<file path="src/rtl/dac_arb_pkg.sv">
// Shared FSM state type, default parameters and width helpers for dac_write_arbiter.
package dac_arb_pkg;

    typedef enum logic [2:0] {
        StIdle,
        StStart,
        StWait,
        StGap,
        StLdac
    } state_t;

    localparam int unsigned DefNumReq  = 4;
    localparam int unsigned DefDataW   = 16;
    localparam int unsigned DefGapCyc  = 2;
    localparam int unsigned DefTimeout = 64;
    localparam int unsigned DefLdacCyc = 2;

    // Index width that stays legal for a single requester.
    function automatic int unsigned idx_w(input int unsigned n);
        return (n > 1) ? $clog2(n) : 1;
    endfunction

    function automatic int unsigned max3(input int unsigned a, input int unsigned b,
                                         input int unsigned c);
        int unsigned m;
        m = (a > b) ? a : b;
        return (m > c) ? m : c;
    endfunction

endpackage

</file>
<file path="src/rtl/rr_arbiter.sv">
// Combinational round-robin picker: first set request at or after ptr_i, wrapping.
module rr_arbiter
    import dac_arb_pkg::*;
#(
    parameter int unsigned NUM_REQ = DefNumReq,
    parameter int unsigned IDX_W   = idx_w(NUM_REQ)
) (
    input  logic [NUM_REQ-1:0] req_i,
    input  logic [IDX_W-1:0]   ptr_i,
    output logic [NUM_REQ-1:0] gnt_o,
    output logic [IDX_W-1:0]   idx_o,
    output logic               any_o
);

    always_comb begin
        logic             found;
        logic [IDX_W-1:0] cand;
        gnt_o = '0;
        idx_o = '0;
        found = 1'b0;
        cand  = '0;
        for (int unsigned k = 0; k < NUM_REQ; k++) begin
            cand = IDX_W'((32'(ptr_i) + k) % NUM_REQ);
            if (!found && req_i[cand]) begin
                found       = 1'b1;
                gnt_o[cand] = 1'b1;
                idx_o       = cand;
            end
        end
    end

    assign any_o = |req_i;

endmodule

</file>
<file path="src/rtl/dac_write_arbiter.sv">
// Shares one DAC SPI serializer between NUM_REQ shadow-register requesters, round-robin.
// Optional shared LDAC strobe after a drained burst is enabled by defining DAC_LDAC_EN.
module dac_write_arbiter
    import dac_arb_pkg::*;
#(
    parameter int unsigned NUM_REQ  = DefNumReq,
    parameter int unsigned DATA_W   = DefDataW,
    parameter int unsigned GAP_CYC  = DefGapCyc,
    parameter int unsigned TIMEOUT  = DefTimeout,
    parameter int unsigned LDAC_CYC = DefLdacCyc
) (
    input  logic                       clk,
    input  logic                       reset_n,
    input  logic [NUM_REQ-1:0]         wr_en,
    input  logic [NUM_REQ*DATA_W-1:0]  wr_data,
    output logic [NUM_REQ-1:0]         pending,
    output logic                       busy,
    output logic                       err_tmo,
    output logic                       tx_start,
    output logic [DATA_W-1:0]          tx_data,
    output logic [idx_w(NUM_REQ)-1:0]  tx_sel,
    input  logic                       tx_done,
    output logic                       ldac_n
);

    localparam int unsigned IDX_W   = idx_w(NUM_REQ);
    localparam int unsigned CNT_MAX = max3(TIMEOUT, GAP_CYC, LDAC_CYC);
    localparam int unsigned CNT_W   = $clog2(CNT_MAX + 1);

    state_t              state_q, state_d;
    logic [DATA_W-1:0]   shadow_q [NUM_REQ];
    logic [DATA_W-1:0]   shadow_d [NUM_REQ];
    logic [NUM_REQ-1:0]  pending_q, pending_d;
    logic [CNT_W-1:0]    cnt_q, cnt_d, cnt_inc;
    logic [IDX_W-1:0]    ptr_q, ptr_d;
    logic                err_q, err_d;
    logic                tx_start_q, tx_start_d;
    logic [DATA_W-1:0]   tx_data_q, tx_data_d;
    logic [IDX_W-1:0]    tx_sel_q, tx_sel_d;
`ifdef DAC_LDAC_EN
    logic                flush_q, flush_d;
    logic                ldac_n_q, ldac_n_d;
`endif

    logic [NUM_REQ-1:0]  gnt;
    logic [IDX_W-1:0]    win_idx;
    logic                any_pend;

    rr_arbiter #(
        .NUM_REQ (NUM_REQ),
        .IDX_W   (IDX_W)
    ) u_rr_arbiter (
        .req_i (pending_q),
        .ptr_i (ptr_q),
        .gnt_o (gnt),
        .idx_o (win_idx),
        .any_o (any_pend)
    );

    assign cnt_inc = (cnt_q == CNT_W'(CNT_MAX)) ? cnt_q : cnt_q + 1'b1;

    always_comb begin
        state_d    = state_q;
        shadow_d   = shadow_q;
        pending_d  = pending_q;
        cnt_d      = cnt_q;
        ptr_d      = ptr_q;
        err_d      = err_q;
        tx_start_d = 1'b0;
        tx_data_d  = tx_data_q;
        tx_sel_d   = tx_sel_q;
`ifdef DAC_LDAC_EN
        flush_d    = flush_q;
        ldac_n_d   = 1'b1;
`endif
        unique case (state_q)
            StIdle: begin
                if (any_pend) begin
                    tx_data_d  = shadow_q[win_idx];
                    tx_sel_d   = win_idx;
                    pending_d  = pending_q & ~gnt;
                    ptr_d      = (win_idx == IDX_W'(NUM_REQ - 1)) ? '0 : win_idx + 1'b1;
                    tx_start_d = 1'b1;
                    state_d    = StStart;
                end
            end
            StStart: begin
                cnt_d   = '0;
                state_d = StWait;
            end
            StWait: begin
                if (tx_done) begin
                    cnt_d   = '0;
                    state_d = StGap;
`ifdef DAC_LDAC_EN
                    flush_d = 1'b1;
`endif
                end else if (cnt_q == CNT_W'(TIMEOUT - 1)) begin
                    err_d   = 1'b1;
                    cnt_d   = '0;
                    state_d = StGap;
`ifdef DAC_LDAC_EN
                    flush_d = 1'b1;
`endif
                end else begin
                    cnt_d = cnt_inc;
                end
            end
            StGap: begin
                if (cnt_q == CNT_W'(GAP_CYC - 1)) begin
`ifdef DAC_LDAC_EN
                    // Only strobe LDAC once the whole burst has drained.
                    if (!any_pend && flush_q) begin
                        cnt_d    = '0;
                        ldac_n_d = 1'b0;
                        state_d  = StLdac;
                    end else begin
                        state_d = StIdle;
                    end
`else
                    state_d = StIdle;
`endif
                end else begin
                    cnt_d = cnt_inc;
                end
            end
            StLdac: begin
`ifdef DAC_LDAC_EN
                if (cnt_q == CNT_W'(LDAC_CYC - 1)) begin
                    flush_d = 1'b0;
                    state_d = StIdle;
                end else begin
                    cnt_d    = cnt_inc;
                    ldac_n_d = 1'b0;
                end
`else
                state_d = StIdle;
`endif
            end
            default: state_d = StIdle;
        endcase

        // Writes land after the grant so a same-cycle write re-arms pending with the new word.
        for (int i = 0; i < NUM_REQ; i++) begin
            if (wr_en[i]) begin
                shadow_d[i]  = wr_data[i*DATA_W +: DATA_W];
                pending_d[i] = 1'b1;
            end
        end
    end

    always_ff @(posedge clk or negedge reset_n) begin
        if (!reset_n) begin
            state_q    <= StIdle;
            shadow_q   <= '{default: '0};
            pending_q  <= '0;
            cnt_q      <= '0;
            ptr_q      <= '0;
            err_q      <= 1'b0;
            tx_start_q <= 1'b0;
            tx_data_q  <= '0;
            tx_sel_q   <= '0;
`ifdef DAC_LDAC_EN
            flush_q    <= 1'b0;
            ldac_n_q   <= 1'b1;
`endif
        end else begin
            state_q    <= state_d;
            shadow_q   <= shadow_d;
            pending_q  <= pending_d;
            cnt_q      <= cnt_d;
            ptr_q      <= ptr_d;
            err_q      <= err_d;
            tx_start_q <= tx_start_d;
            tx_data_q  <= tx_data_d;
            tx_sel_q   <= tx_sel_d;
`ifdef DAC_LDAC_EN
            flush_q    <= flush_d;
            ldac_n_q   <= ldac_n_d;
`endif
        end
    end

    assign pending  = pending_q;
    assign busy     = (state_q != StIdle);
    assign err_tmo  = err_q;
    assign tx_start = tx_start_q;
    assign tx_data  = tx_data_q;
    assign tx_sel   = tx_sel_q;
`ifdef DAC_LDAC_EN
    assign ldac_n   = ldac_n_q;
`else
    assign ldac_n   = 1'b1;
`endif

endmodule

</file>
<file path="config.mk">
export PLATFORM = sky130hd
export DESIGN_NAME = dac_write_arbiter
export DESIGN_NICKNAME = d
export VERILOG_FILES = /design/src/rtl/dac_arb_pkg.sv /design/src/rtl/rr_arbiter.sv /design/src/rtl/dac_write_arbiter.sv
export SDC_FILE = /design/constraint.sdc
export NUM_CORES = 1
export LEC_CHECK = 0
export CORE_MARGIN = 1
export CORE_UTILIZATION = 52
export DETAILED_ROUTE_END_ITERATION = 8
export PLACE_DENSITY = 0.78
export SETUP_SLACK_MARGIN = 0.1
export SLEW_MARGIN = 20
export SYNTH_ARGS = -nofsm -noshare
export SYNTH_HDL_FRONTEND = slang
export SYNTH_SLANG_ARGS = --single-unit
</file>
<file path="constraint.sdc">
create_clock -name clk -period 3.69 [get_ports clk]
set_input_delay 0.5535 -clock clk [delete_from_list [all_inputs] [get_ports clk]]
set_output_delay 0.5535 -clock clk [all_outputs]
set_load 0.02 [all_outputs]
</file>
Word level (Yosys, flattened, before mapping)
Cells that the tools add are included.
W data, S select, Z words.
{"block": "totals", "inputBits": 71, "reg_bits": 100, "wordCells": 126}
{"block": "op_classes", "reduce_logical": 30, "bitwise": 7, "eq_ne": 11, "order_cmp": 9, "add_sub_neg": 5, "muxes": 49}
{"operator": "$bmux W16 S2", "count": 1}
{"operator": "$mux W16", "count": 2}
{"operator": "$mux W7", "count": 4}
{"operator": "$mux W4", "count": 6}
{"operator": "$pmux W7 S3", "count": 1}
{"operator": "$mux W1", "count": 17}
{"operator": "$reduce_bool A2 Y1", "count": 8}
{"operator": "$lt A2 B3 Y1 const B", "count": 4}
{"operator": "$mux W3", "count": 4}
{"operator": "$or A4 B4 Y4", "count": 3}
{"operator": "$pmux W3 S4", "count": 1}
{"operator": "$reduce_and A2 Y1", "count": 6}
{"operator": "$mux W2", "count": 5}
{"operator": "$bmux W1 S2", "count": 4}
{"operator": "$demux W1 S2", "count": 4}
{"operator": "$ge A2 B1 Y1 const B", "count": 4}
{"operator": "$add A7 B1 Y7 const B", "count": 1}
{"operator": "$eq A7 B1 Y1 const B", "count": 1}
{"operator": "$eq A7 B6 Y1 const B", "count": 1}
{"operator": "$eq A7 B7 Y1 const B", "count": 1}
{"operator": "$logic_and A1 B1 Y1", "count": 7}
{"operator": "$eq A3 B2 Y1 const B", "count": 2}
{"operator": "$ne A2 B2 Y1 const B", "count": 3}
{"operator": "$reduce_and A3 Y1", "count": 2}
{"operator": "other kinds (14)", "count": 19}

Longest topological paths before layout
{"block": "depth", "word_depth": 17, "ltp_mapped": 11}

Modules after synthesis
Synthesis repeated with hierarchy kept, for this count alone.
{"block": "hier_totals", "hier_cells": 373, "area_unflattened_um2": 4803.4}
{"mod": "dac_write_arbiter", "area_each_um2": 4391.7, "instances": 1, "cells_each": 324}
{"mod": "rr_arbiter", "area_each_um2": 411.6, "instances": 1, "cells_each": 49}

Worst setup path after synthesis
No wires, ideal clock.
{"block": "synth_path", "path_type": "register to register", "from": "register ptr_q[0]", "to": "register tx_data_q[4] (netlist: tx_data[4])", "synth_period_minus_slack_ns": 3.113, "setup_ns": 0.126, "required_time_ns": 3.564, "n_path_buf": 2, "path_slack_ns": 0.577, "t_arrival_ns": 2.987, "path_stages_with_launch": 10, "path_cell_list": "dfrtp_1 -> buf_6 -> inv_1 -> ha_1 -> mux4_2 -> o211ai_4 -> and2_4 -> buf_6 -> mux2_4 -> a221o_1"}
{"block": "synth_via", "elab_chain_len": 16, "elab_cells_between_ends": 28, "classes_between": "3 x add/sub; 18 x mux; 1 x bitwise; 6 x reduce/logical"}
{"item": "start: declaration", "line_no": "dac_write_arbiter.sv:35", "text": "logic [IDX_W-1:0] ptr_q, ptr_d;"}
{"item": "start signal: assignment", "line_no": "dac_write_arbiter.sv:172", "text": "ptr_q <= ptr_d;"}
{"item": "branches (longest 11 deep; another with $add A2 B1 Y2)"}
{"item": "$mux W2 (*)", "line_no": "rr_arbiter.sv:24", "text": "if (!found && req_i[cand]) begin"}
{"item": "$not A2 Y3 (implied by the code) (*)", "line_no": "dac_write_arbiter.sv:79", "text": "tx_data_d = shadow_q[win_idx];"}
{"item": "$bmux W16 S2 (*)", "line_no": "dac_write_arbiter.sv:79"}
{"item": "$mux W16 (implied by the code) (*) (2 in a row)", "line_no": "dac_write_arbiter.sv:79"}
{"item": "end signal: assignment", "line_no": "dac_write_arbiter.sv:175", "text": "tx_data_q <= tx_data_d;"}
{"item": "end: declaration", "line_no": "dac_write_arbiter.sv:38", "text": "logic [DATA_W-1:0] tx_data_q, tx_data_d;"}
Mark *: on every way between the ends. The select of a mux whose other input is x is not followed.
A chain may end at the register's enable or synchronous reset.

Worst setup path in the final report
{"block": "layout_path", "from": "register ptr_q[1]", "to": "register tx_data_q[14] (netlist: tx_data[14])"}
Same word-level chain as after synthesis.

==> results.cfg <==
[detailed_routing]
dr_total_vias = 3694
drt_first_pass_iters = 4
routedWlPerCell_um = 17.3
via_per_inst = 5.68
ant_nets = 0
routed_wl_mm = 11.3
drt-initial-drc-count = 171
drc_errors = 0

[yosys]
ys.flop_type = dfrtp_1
synth_fp_nets = 512
netlist_instances = 429
synth_async_sr_flop_share_pct = 100
ys_seq_area_share_pct = 50.1
synth_edf_count = 0
synth_area_um2 = 4940
syn_avg_cell_area_um2 = 11.5
yosys_warnings = 0
post-synth-top-area-fraction_pct = 50.1
synth_cell_type_count = 50
synth_top_area_cell = dfrtp_1
ys_seq_elements = 99
synthTopCellsByArea = dfrtp_1, mux2_2, mux2i_1

[flow_run]
maxCapViolCount = 0

[finish]
layout_common_cells = dfrtp_1, clkdlybuf4s50_1, mux2_2
stdcell_count = 650
diodes = 0
fin_area_um2 = 6190
final_nets = 599
area_delta_synth_final_pct = 25.3
drive_gt1_share_pct = 19.0
final_common_cell = dfrtp_1

[run_status]
outcome = finished clean

[die]
floorplan.initialDensity_pct = 53.5
rows = 35
dieWidth_um = 99.5
ios = 97
core_um2 = 9240
die-area_um2 = 9900
die_h_um = 99.5

[placed_design]
placed_cell_area_um2 = 5970
dp_cells = 634
place.gp.congestion = 0.896
hpwl_mm = 8.08
port_buffers = 95
dpl_worst_slack_ns = 0.471

[clocking]
clkSinkCount = 99
clk_path_buf_depth = 2
path_clk_slew_ns = 0.11
cts_buffers = 9
hold_buffers = 0
cts_resized = 0
cts_setup_buffers = 0
cts_tree = done
clk_latency_ns = 0.39
htreeDepth = 3
cts-root-buf = clkbuf_8

[critical_path]
crit_slowest_cell = dfrtp_1
critPathMaxStageDelay_ns = 0.55
reg2reg_depth = 9
startpoint = ptr_q[1]$_DFFE_PN0P_
cp_cell_sequence = inv_1 > ha_1 > mux4_2 > nor2b_4 > o21ai_2 > and2_4 > buf_4 > mux2i_1 > o211ai_1
r2r_setup_slack_ns = 0.42
cp-start-kind = flip-flop
crit_type = flip-flop to flip-flop
path_max_fanout = 17
r2r_end = tx_data[14]$_DFFE_PN0P_
rr_startpoint = ptr_q[1]$_DFFE_PN0P_
crit_end = tx_data[14]$_DFFE_PN0P_
critPathArrivalTime_ns = 3.52
critPathRequiredTime_ns = 3.94
cp-end-kind = flip-flop

[hold_path]
hp-class = primary input to asynchronous set/reset pin

[timing]
slew_viol_final = 0
fmax_mhz = 306
setup_viol = 0
period_needed_ns = 3.27
skew_ns = 0.0163
slew_headroom_pct = 36.7
period_share_pct = 88.7
setup_ws_ns = 0.418
rsz0062_at_grt = false
hold_viol = 0
setup-tns-final_ns = 0
tightest_slew_ns = 0.946

[pwr]
p_leak_nw = 2.67
vdd_drop_max_uv = 376
p_per_area_nw_per_um2 = 681

[grt]
grt_pass1_wl_mm = 18.7
track_usage_pct = 24.7
grt_overflow = 0
grt_max_degree = 66
antenna_found_initial = 0
grt_pass1_vias = 3786
==> critical path: cells and delay by family, from the launching register on <==
kind / cells / cell delay, ns
muxes: 2 / 0.78
buffers and inverters: 2 / 0.44
and+or+nand+nor: 2 / 0.45
AOI/OAI and AO/OA: 2 / 0.50
adders and majority gates: 1 / 0.40
DFF: 1 / 0.55
==> stage by stage <==
stage | total power [mW] | hold slack, ns | utilization [%]
floorplan | 2.86 | 0.258 | -
global placement | 3.41 | 0.440 | 64.6
detailed placement | 3.47 | 0.452 | 64.6
CTS | 4.24 | 0.275 | 67.0
global route | 4.50 | 0.303 | 67.0
finish | 4.22 | 0.255 | 67.0
==> kinds of logic after synthesis <==
| kind of cell | Yosys count | share of synthesized area (%) |
|---|---|---|
| flip-flops | 99 | 50.1 |
| AND/OR/NAND/NOR | 83 | 8.20 |
| XOR/XNOR | 2 | 0.354 |
| adder cells (fa/ha/maj) | 12 | 3.04 |
| multiplexers | 86 | 20.0 |
| AO/OA/AOI/OAI | 93 | 13.4 |
| other | 1 | 0.0759 |
| buffers and inverters | 53 | 4.86 |
==> layout make-up <==
class	instances	area, um^2
fillers	720	3050
flip-flops and latches	99	2480
multi-input cells	277	2230
repair buffers	103	1010
well taps	129	161
clock buffers	10	138
inverters	26	97.6
clock inverters	6	83.8
==> sequential cells by signal (all words and copies together) (netlist names) <==
signal and count:
ptr_q 2, tx_data 16, cnt_q 7, state_q 2
pending 4, err_tmo 1, shadow_q 64, tx_sel 2
tx_start 1
==> power by group <==
group          internal, mW  switching [mW]
sequential             1.31           0.178
clock                 0.347           0.414
combinational         0.898            1.07
==> cells in the mapped netlist, types with 3 or more instances <==
cell	n
dfrtp_1	99
mux2_2	57
nand2_1	39
inv_1	26
mux2i_1	22
o21ai_0	21
clkbuf_1	18
a31oi_1	16
nor2_1	15
a2111oi_0	12
ha_1	12
o211ai_1	12
a221o_1	8
a21oi_1	5
or2_2	5
a211oi_1	4
a22oi_1	4
and3_1	4
buf_2	3
buf_6	3
mux2_4	3
mux4_2	3
nand3b_1	3
nor2b_1	3
==> metal layers <==
layer,global-route usage [%],vias up,routed length (um)
met5,0,-,0
met2,39.4,108,5590
li1,-,1726,-
met4,8.71,0,194
met3,6.96,17,571
met1,32.6,1843,4900
==> worst min path at each step <==
stage / start / to / slack (ns) / cells past startpoint
4_1_cts: reset_n / ptr_q[0]$_DFFE_PN0P_ / 0.28 / 1
3_3_place_gp: err_tmo$_DFFE_PN0P_ / err_tmo$_DFFE_PN0P_ / 0.44 / 1
5_1_grt: reset_n / ptr_q[0]$_DFFE_PN0P_ / 0.30 / 1
6_report: reset_n / ptr_q[0]$_DFFE_PN0P_ / 0.26 / 1
3_5_place_dp: err_tmo$_DFFE_PN0P_ / err_tmo$_DFFE_PN0P_ / 0.45 / 1
2_1_floorplan: reset_n / cnt_q[0]$_DFFE_PN0P_ / 0.26 / 0
Note: power is estimated with default switching activity, not from simulation.
